`src/rtl/icache_direct_pkg.sv`:
```
// Shared types for the direct-mapped instruction cache: address split, frame layout, fill FSM.
package icache_direct_pkg;

    localparam int unsigned ICACHE_SETS  = 16;
    localparam int unsigned ICACHE_IDX_W = $clog2(ICACHE_SETS);
    localparam int unsigned ICACHE_TAG_W = 32 - 3 - ICACHE_IDX_W;

    typedef struct packed {
        logic [ICACHE_TAG_W-1:0] tag;
        logic [ICACHE_IDX_W-1:0] idx;
        logic                    blkoff;
        logic [1:0]              bytoff;
    } icache_addr_t;

    typedef struct packed {
        logic                    valid;
        logic [ICACHE_TAG_W-1:0] tag;
        logic [1:0][31:0]        data;
    } icache_frame_t;

    typedef enum logic [1:0] {
        IDLE,
        FILL0,
        FILL1
    } icache_state_t;

endpackage

```
`src/rtl/icache_direct.sv`:
```
// Direct-mapped read-only instruction cache with a 2-word block fill FSM.
// Optional hit/miss counters are built when ICACHE_STATS_EN is defined.
module icache_direct
    import icache_direct_pkg::*;
#(
    parameter int unsigned SETS        = ICACHE_SETS,
    parameter int unsigned BLOCK_WORDS = 2
) (
    input  logic        CLK,
    input  logic        RST,
    input  logic        imemREN,
    input  logic [31:0] imemaddr,
    output logic        ihit,
    output logic [31:0] imemload,
    output logic        iREN,
    output logic [31:0] iaddr,
    input  logic [31:0] iload,
    input  logic        iwait
`ifdef ICACHE_STATS_EN
    ,
    output logic [31:0] hit_count,
    output logic [31:0] miss_count
`endif
);

    icache_state_t           state_q;
    icache_frame_t           frame_q [SETS];
    logic [ICACHE_TAG_W-1:0] fill_tag_q;
    logic [ICACHE_IDX_W-1:0] fill_idx_q;
    logic [31:0]             word0_q;
    logic                    iren_q;
    logic [31:0]             iaddr_q;

    icache_addr_t  req;
    icache_frame_t sel;
    logic          hit_raw;
    logic          start_fill;
    logic          unused_bytoff;

    assign req           = icache_addr_t'(imemaddr);
    assign sel           = frame_q[req.idx];
    assign unused_bytoff = ^req.bytoff;

    // Hits are suppressed while a fill is outstanding.
    assign hit_raw    = sel.valid && (sel.tag == req.tag);
    assign ihit       = imemREN && hit_raw && (state_q == IDLE);
    assign imemload   = ihit ? sel.data[req.blkoff] : 32'h0;
    assign start_fill = (state_q == IDLE) && imemREN && !hit_raw;
    assign iREN       = iren_q;
    assign iaddr      = iaddr_q;

    always_ff @(posedge CLK) begin
        assert (SETS == ICACHE_SETS && BLOCK_WORDS == 2)
        else $error("icache_direct: unsupported geometry");
    end

    always_ff @(posedge CLK) begin
        if (RST) begin
            state_q    <= IDLE;
            fill_tag_q <= '0;
            fill_idx_q <= '0;
            word0_q    <= '0;
            iren_q     <= 1'b0;
            iaddr_q    <= '0;
            for (int i = 0; i < int'(SETS); i++) begin
                frame_q[i].valid <= 1'b0;
            end
        end else begin
            unique case (state_q)
                IDLE: begin
                    if (start_fill) begin
                        state_q    <= FILL0;
                        fill_tag_q <= req.tag;
                        fill_idx_q <= req.idx;
                        iren_q     <= 1'b1;
                        iaddr_q    <= {req.tag, req.idx, 1'b0, 2'b00};
                    end
                end
                FILL0: begin
                    if (!iwait) begin
                        state_q <= FILL1;
                        word0_q <= iload;
                        iaddr_q <= {fill_tag_q, fill_idx_q, 1'b1, 2'b00};
                    end
                end
                FILL1: begin
                    if (!iwait) begin
                        state_q             <= IDLE;
                        frame_q[fill_idx_q] <= '{valid: 1'b1, tag: fill_tag_q,
                                                 data: {iload, word0_q}};
                        iren_q              <= 1'b0;
                        iaddr_q             <= '0;
                    end
                end
                default: state_q <= IDLE;
            endcase
        end
    end

`ifdef ICACHE_STATS_EN
    always_ff @(posedge CLK) begin
        if (RST) begin
            hit_count  <= '0;
            miss_count <= '0;
        end else begin
            if (ihit && (hit_count != 32'hFFFF_FFFF)) begin
                hit_count <= hit_count + 32'd1;
            end
            if (start_fill && (miss_count != 32'hFFFF_FFFF)) begin
                miss_count <= miss_count + 32'd1;
            end
        end
    end
`endif

endmodule

```
`config.mk`:
```
export PLATFORM = sky130hd
export DESIGN_NAME = icache_direct
export DESIGN_NICKNAME = d
export VERILOG_FILES = /design/src/rtl/icache_direct_pkg.sv /design/src/rtl/icache_direct.sv
export SDC_FILE = /design/constraint.sdc
export NUM_CORES = 1
export LEC_CHECK = 0
export CELL_PAD_IN_SITES_DETAIL_PLACEMENT = 0
export CELL_PAD_IN_SITES_GLOBAL_PLACEMENT = 1
export CORE_MARGIN = 2
export CORE_UTILIZATION = 55
export DETAILED_ROUTE_END_ITERATION = 8
export GPL_ROUTABILITY_DRIVEN = 0
export PLACE_DENSITY = 0.78
export SLEW_MARGIN = 20
export SYNTH_ARGS = -nofsm -noshare
export SYNTH_HDL_FRONTEND = slang
export SYNTH_SLANG_ARGS = --single-unit
```
`constraint.sdc`:
```
create_clock -name CLK -period 15.5 [get_ports CLK]
set_input_delay 3.1 -clock CLK [delete_from_list [all_inputs] [get_ports CLK]]
set_output_delay 3.1 -clock CLK [all_outputs]
set_load 0.03 [all_outputs]
```
Word level (Yosys, flattened, before mapping)
Memories as Yosys holds them, arrays and structs flattened. Cells that the tools add are included.

Flip-flop bits (word level): 96. Output and inout port bits: 66. Logic and storage cells: 53. Memories: 1. Memory bits (writable): 1440.

Equality and inequality tests: 6. Reduce and logical (&&, ||, !) cells: 15. Muxes and demuxes: 23. Bitwise operators: 1. $lt $le $gt $ge: 1.

Memory list: frame_q (words 16, bits a word 90, read ports 1, clocked after memory_dff 0, write ports 16, RTL line icache_direct.sv:27) `icache_frame_t frame_q [SETS];`.

Operators with widths (number): $mux W32 (6); $pmux W32 S3 (1); $mux W90 (1); $reduce_or A90 Y1 (1); $eq A25 B25 Y1 (1); $mux W1 (8); $mux W2 (4); $ne A2 B2 Y1 const B (3); $pmux W2 S3 (1); $reduce_and A3 Y1 (2); $logic_and A1 B1 Y1 (5); $mux W4 (1); $reduce_and A2 Y1 (2); $reduce_and A4 Y1 (1); $reduce_bool A3 Y1 (1); $eq A2 B1 Y1 const B (1); $eq A2 B2 Y1 const B (1); $logic_not A2 Y1 (1); $lt A1 B2 Y1 const B (1); $pmux W1 S2 (1); $reduce_bool A2 Y1 (1); $logic_not A1 Y1 (1); $not A1 Y1 (1).

Depth between registers and ports, before layout
An unclocked memory read counts as a cell.

Depth in word-level cells: 7. Gate-level depth with buffers: 15. Mapped depth without buffers: 9.

Worst setup path after synthesis
No wires, ideal clock.

Kind: input to output. From: input port imemaddr[4]. To: output port imemload[22]. Path buffers: 3. Path slack: 6.344 ns. Cell stages on the path: 12. Arrival: 6.056 ns. Required time: 12.400 ns. Cell sequence: buf_4 > buf_2 > mux4_2 > a22oi_1 > nand2_1 > xor2_1 > nor4_4 > nand4_2 > nor3_1 > nand3_1 > clkbuf_1 > a21oi_1.

Longest elaborated chain between the ends: 6.

RTL lines: start, declared (RTL line icache_direct.sv:12) `input logic [31:0] imemaddr,`; $mem_v2 Z16 W90 (*); $eq A25 B25 Y1 (RTL line icache_direct.sv:45) `assign hit_raw = sel.valid && (sel.tag == req.tag);`; $logic_and A1 B1 Y1 (RTL line icache_direct.sv:45); $logic_and A1 B1 Y1 (2 in series) (RTL line icache_direct.sv:46) `assign ihit = imemREN && hit_raw && (state_q == IDLE);`; $mux W32 (*) (RTL line icache_direct.sv:47) `assign imemload = ihit ? sel.data[req.blkoff] : 32'h0;`; end, declared (RTL line icache_direct.sv:14) `output logic [31:0] imemload,`.

Every way passes the cells marked *; elsewhere a longest branch is shown, timed or not. The select of a mux whose other input is x is not followed.

Final worst setup path
From: input port imemaddr[4]. To: output port imemload[23].

Same word-level chain as after synthesis.

==> summary.md <==
| Metric | Value |
|---|---|
| Congestion Overflow GR | 0 |
| CP peak stage delay | 0.79 ns |
| Vias per Instance | 6.32 |
| Fraction of layout cells with a size suffix above 1 | 23.3% |
| Dominant synthesized flop cell | edfxtp_1 |
| Post-CTS sizing | 0 |
| Largest net degree at the start of global routing | 163 |
| Fin. max-slew vios | 22 |
| Final hold violation count | 0 |
| Hold crit path type | reg2reg |
| Setup crit end kind | output pin |
| Post-synth EDFFs | 1424 |
| Worst Path Buf+Inv | 4 |
| TritonCTS buffer count | 150 |
| Crit Path Max Fanout | 162 |
| Ports | 134 |
| Row count | 120 |
| Dpl ws | 3.33 ns |
| Outcome | complete, but fails checks |
| Final ANT Viol Nets | 0 |
| Die H | 332 µm |
| Root Driver | clkbuf_16 |
| First-pass GRT wire length | 198000 µm |
| DR WL/cell | 29.7 µm |
| Sequential area share after synthesis | 75.9% |
| Reg2reg setup slack | 11.32 ns |
| PnR worst setup slack | 3.09 ns |
| Synth Instances | 2800 |
| Async set-reset flop share out of synthesis | 0% |
| CP cell instances | buf_8 > buf_12 > mux4_2 > mux2i_1 > mux2i_1 > xor2_1 > nor4b_2 > nand4_2 > nor3_1 > nand3_2 > buf_4 > a21oi_1 > clkdlybuf4s50_1 |
| FMAX | 80.6 MHz |
| Worst skew pair latency | 0.76 ns |
| Cell repeated most along the worst path | mux2i_1 |
| Slowest-stage cell, CP | clkdlybuf4s50_1 |
| DR vias | 28473 |
| Worst Path Arrival | 9.31 ns |
| Max rail drop VDD | 130 µV |
| Hold path cells | 2 |
| Most common cell after layout, fill and taps aside | edfxtp_1 |
| Setup violations, final | 0 |
| TritonCTS clock tree | built |
| Fin crit period | 12.41 ns |
| Final Instance Area | 0.0671 mm² |
| TritonRoute pass-1 iters | 5 |
| CP Data Required Time | 12.40 ns |
| Vias in the first global route | 29653 |
| H-tree levels | 4 |
| Number of port buffers | 129 |
| Die Wd | 332 µm |
| Clock transition at the registers of the reported paths | 0.06 ns |
| Core region area | 0.107 mm² |
| Syn_area_per_cell | 21.2 µm² |
| Starting Density | 55.4% |
| Setup repair after global routing missed its margin | no |
| CP delay by family, top | buffers and inverters |
| Leakage | 0.0210 µW |
| Worst setup SP type | input port |
| Syn. warnings | 0 |
| Initial antenna violation count | 3 |
| Worst Path Class, Setup | in2out |
| Post-CTS Setup Bufs | 0 |
| Area after DPL | 0.0621 mm² |
| Total Die Area | 0.110 mm² |
| DR iter-0 viols | 3127 |
| Setup TNS | 0 ns |
| All-Layer GR Usage | 24.6% |
| Most frequent cells in the layout | 1424 x edfxtp_1, 400 x mux4_2, 157 x clkbuf_16, 141 x nand2_1, 123 x clkdlybuf4s50_1 |
| Total Nets Final | 3048 |
| Synth cell types | 62 |
| WP depth | 13 |
| CTS max path bufs | 3 |
| #FFs+latches synth | 1534 |
| HPWL Detailed | 67900 µm |
| Max-slew headroom | -0.760% |
| Hold_buf cts | 0 |
| Area Growth Syn to Fin | 13.2% |
| Period Utilization, post-route | 80.1% |
| Max_cap viols | 0 |
| Num Clock Sinks | 1534 |
| PwrDens | 129 mW/mm² |
| Final WL | 134000 µm |
| Worst Skew | 0.0307 ns |
| Worst-Margin Slew | 1.51 ns |
| DRC | 0 |
| Cell count of the worst reg-to-reg path | 8 |
| Violated checks | slew limit |
| Post-Syn Area | 0.0593 mm² |
cells by family after synthesis:
kind of cell,share of synthesized area [%]
compound gates,1.85
mux,17.6
simple gates,2.68
xor+xnor,0.443
fa+ha+maj,0.106
other cells,0.00633
flops,75.9
buf+inv,1.42
worst reg2reg max path, stage by stage (launching register included):
cell and delay, ns:
dfxtp_1 0.35, inv_1 0.12, ha_1 0.22, nand2b_1 0.12
nor2_1 0.14, nand3_1 0.48, nor2_4 0.79, buf_4 0.69
buf_4 0.84
sequential cells by signal, summed over array words and instances (netlist names):
register    flops
state_q         2
iaddr          30
frame_q      1440
fill_tag_q     25
fill_idx_q      4
iREN            1
word0_q        32
routing by layer:
metal	vias up	global-route usage [%]	wire length [µm]
met1	15273	33.9	53700
met3	197	3.95	9090
li1	11897	-	-
met4	4	7.37	3220
met2	1102	41.1	68000
met5	-	0	30
metrics by stage:
stage / cells / hold slack (ns) / power (µW) / utilization, %
6_report: 4506 / 0.463 / 8680 / 62.8
3_5_place_dp: 4226 / 0.451 / 5160 / 58.1
3_3_place_gp: 4226 / 0.444 / 5140 / 58.1
4_1_cts: 4505 / 0.460 / 8750 / 62.7
5_1_grt: 4505 / 0.478 / 8920 / 62.7
2_1_floorplan: 2801 / 0.435 / 4990 / -
synthesized netlist by cell type (9+ instances only):
| master | count | area, µm² |
|---|---|---|
| a211oi_1 | 9 | 67.6 |
| a21oi_1 | 95 | 475 |
| a22oi_1 | 17 | 128 |
| buf_1 | 45 | 169 |
| buf_2 | 20 | 100 |
| buf_4 | 20 | 150 |
| clkbuf_1 | 71 | 267 |
| dfxtp_1 | 110 | 2200 |
| edfxtp_1 | 1424 | 42800 |
| inv_1 | 22 | 82.6 |
| mux2_1 | 28 | 315 |
| mux2_2 | 14 | 158 |
| mux2i_1 | 95 | 951 |
| mux4_2 | 400 | 9010 |
| nand2_1 | 141 | 529 |
| nand2b_1 | 37 | 231 |
| nand3_1 | 32 | 160 |
| nor2_1 | 54 | 203 |
| nor2b_1 | 36 | 225 |
| o22ai_1 | 22 | 138 |
| xnor2_1 | 9 | 78.8 |
| xor2_1 | 21 | 184 |
report_power, final:
part / internal (µW) / switching [µW]
Combinational: 200 / 257
Clock: 2120 / 1500
Sequential: 4560 / 53.8
final timing paths:
path                           to       startpoint
setup / recovery     imemload[23]      imemaddr[4]
hold reg to reg   frame_q[12][89]  frame_q[12][89]
hold / removal    frame_q[12][89]  frame_q[12][89]
setup reg to reg   frame_q[3][41]       state_q[0]
layout make-up:
type	instances	area, µm²
tap	1403	1760
sequential	1534	45000
clock buffer	213	4290
fill	7080	39800
timing repair buffer	184	1740
clock inverter	66	659
inverter	23	86.3
antenna	1	2.50
multi-input combinational	1082	13600
No activity file was read; power rests on OpenSTA's default activity.
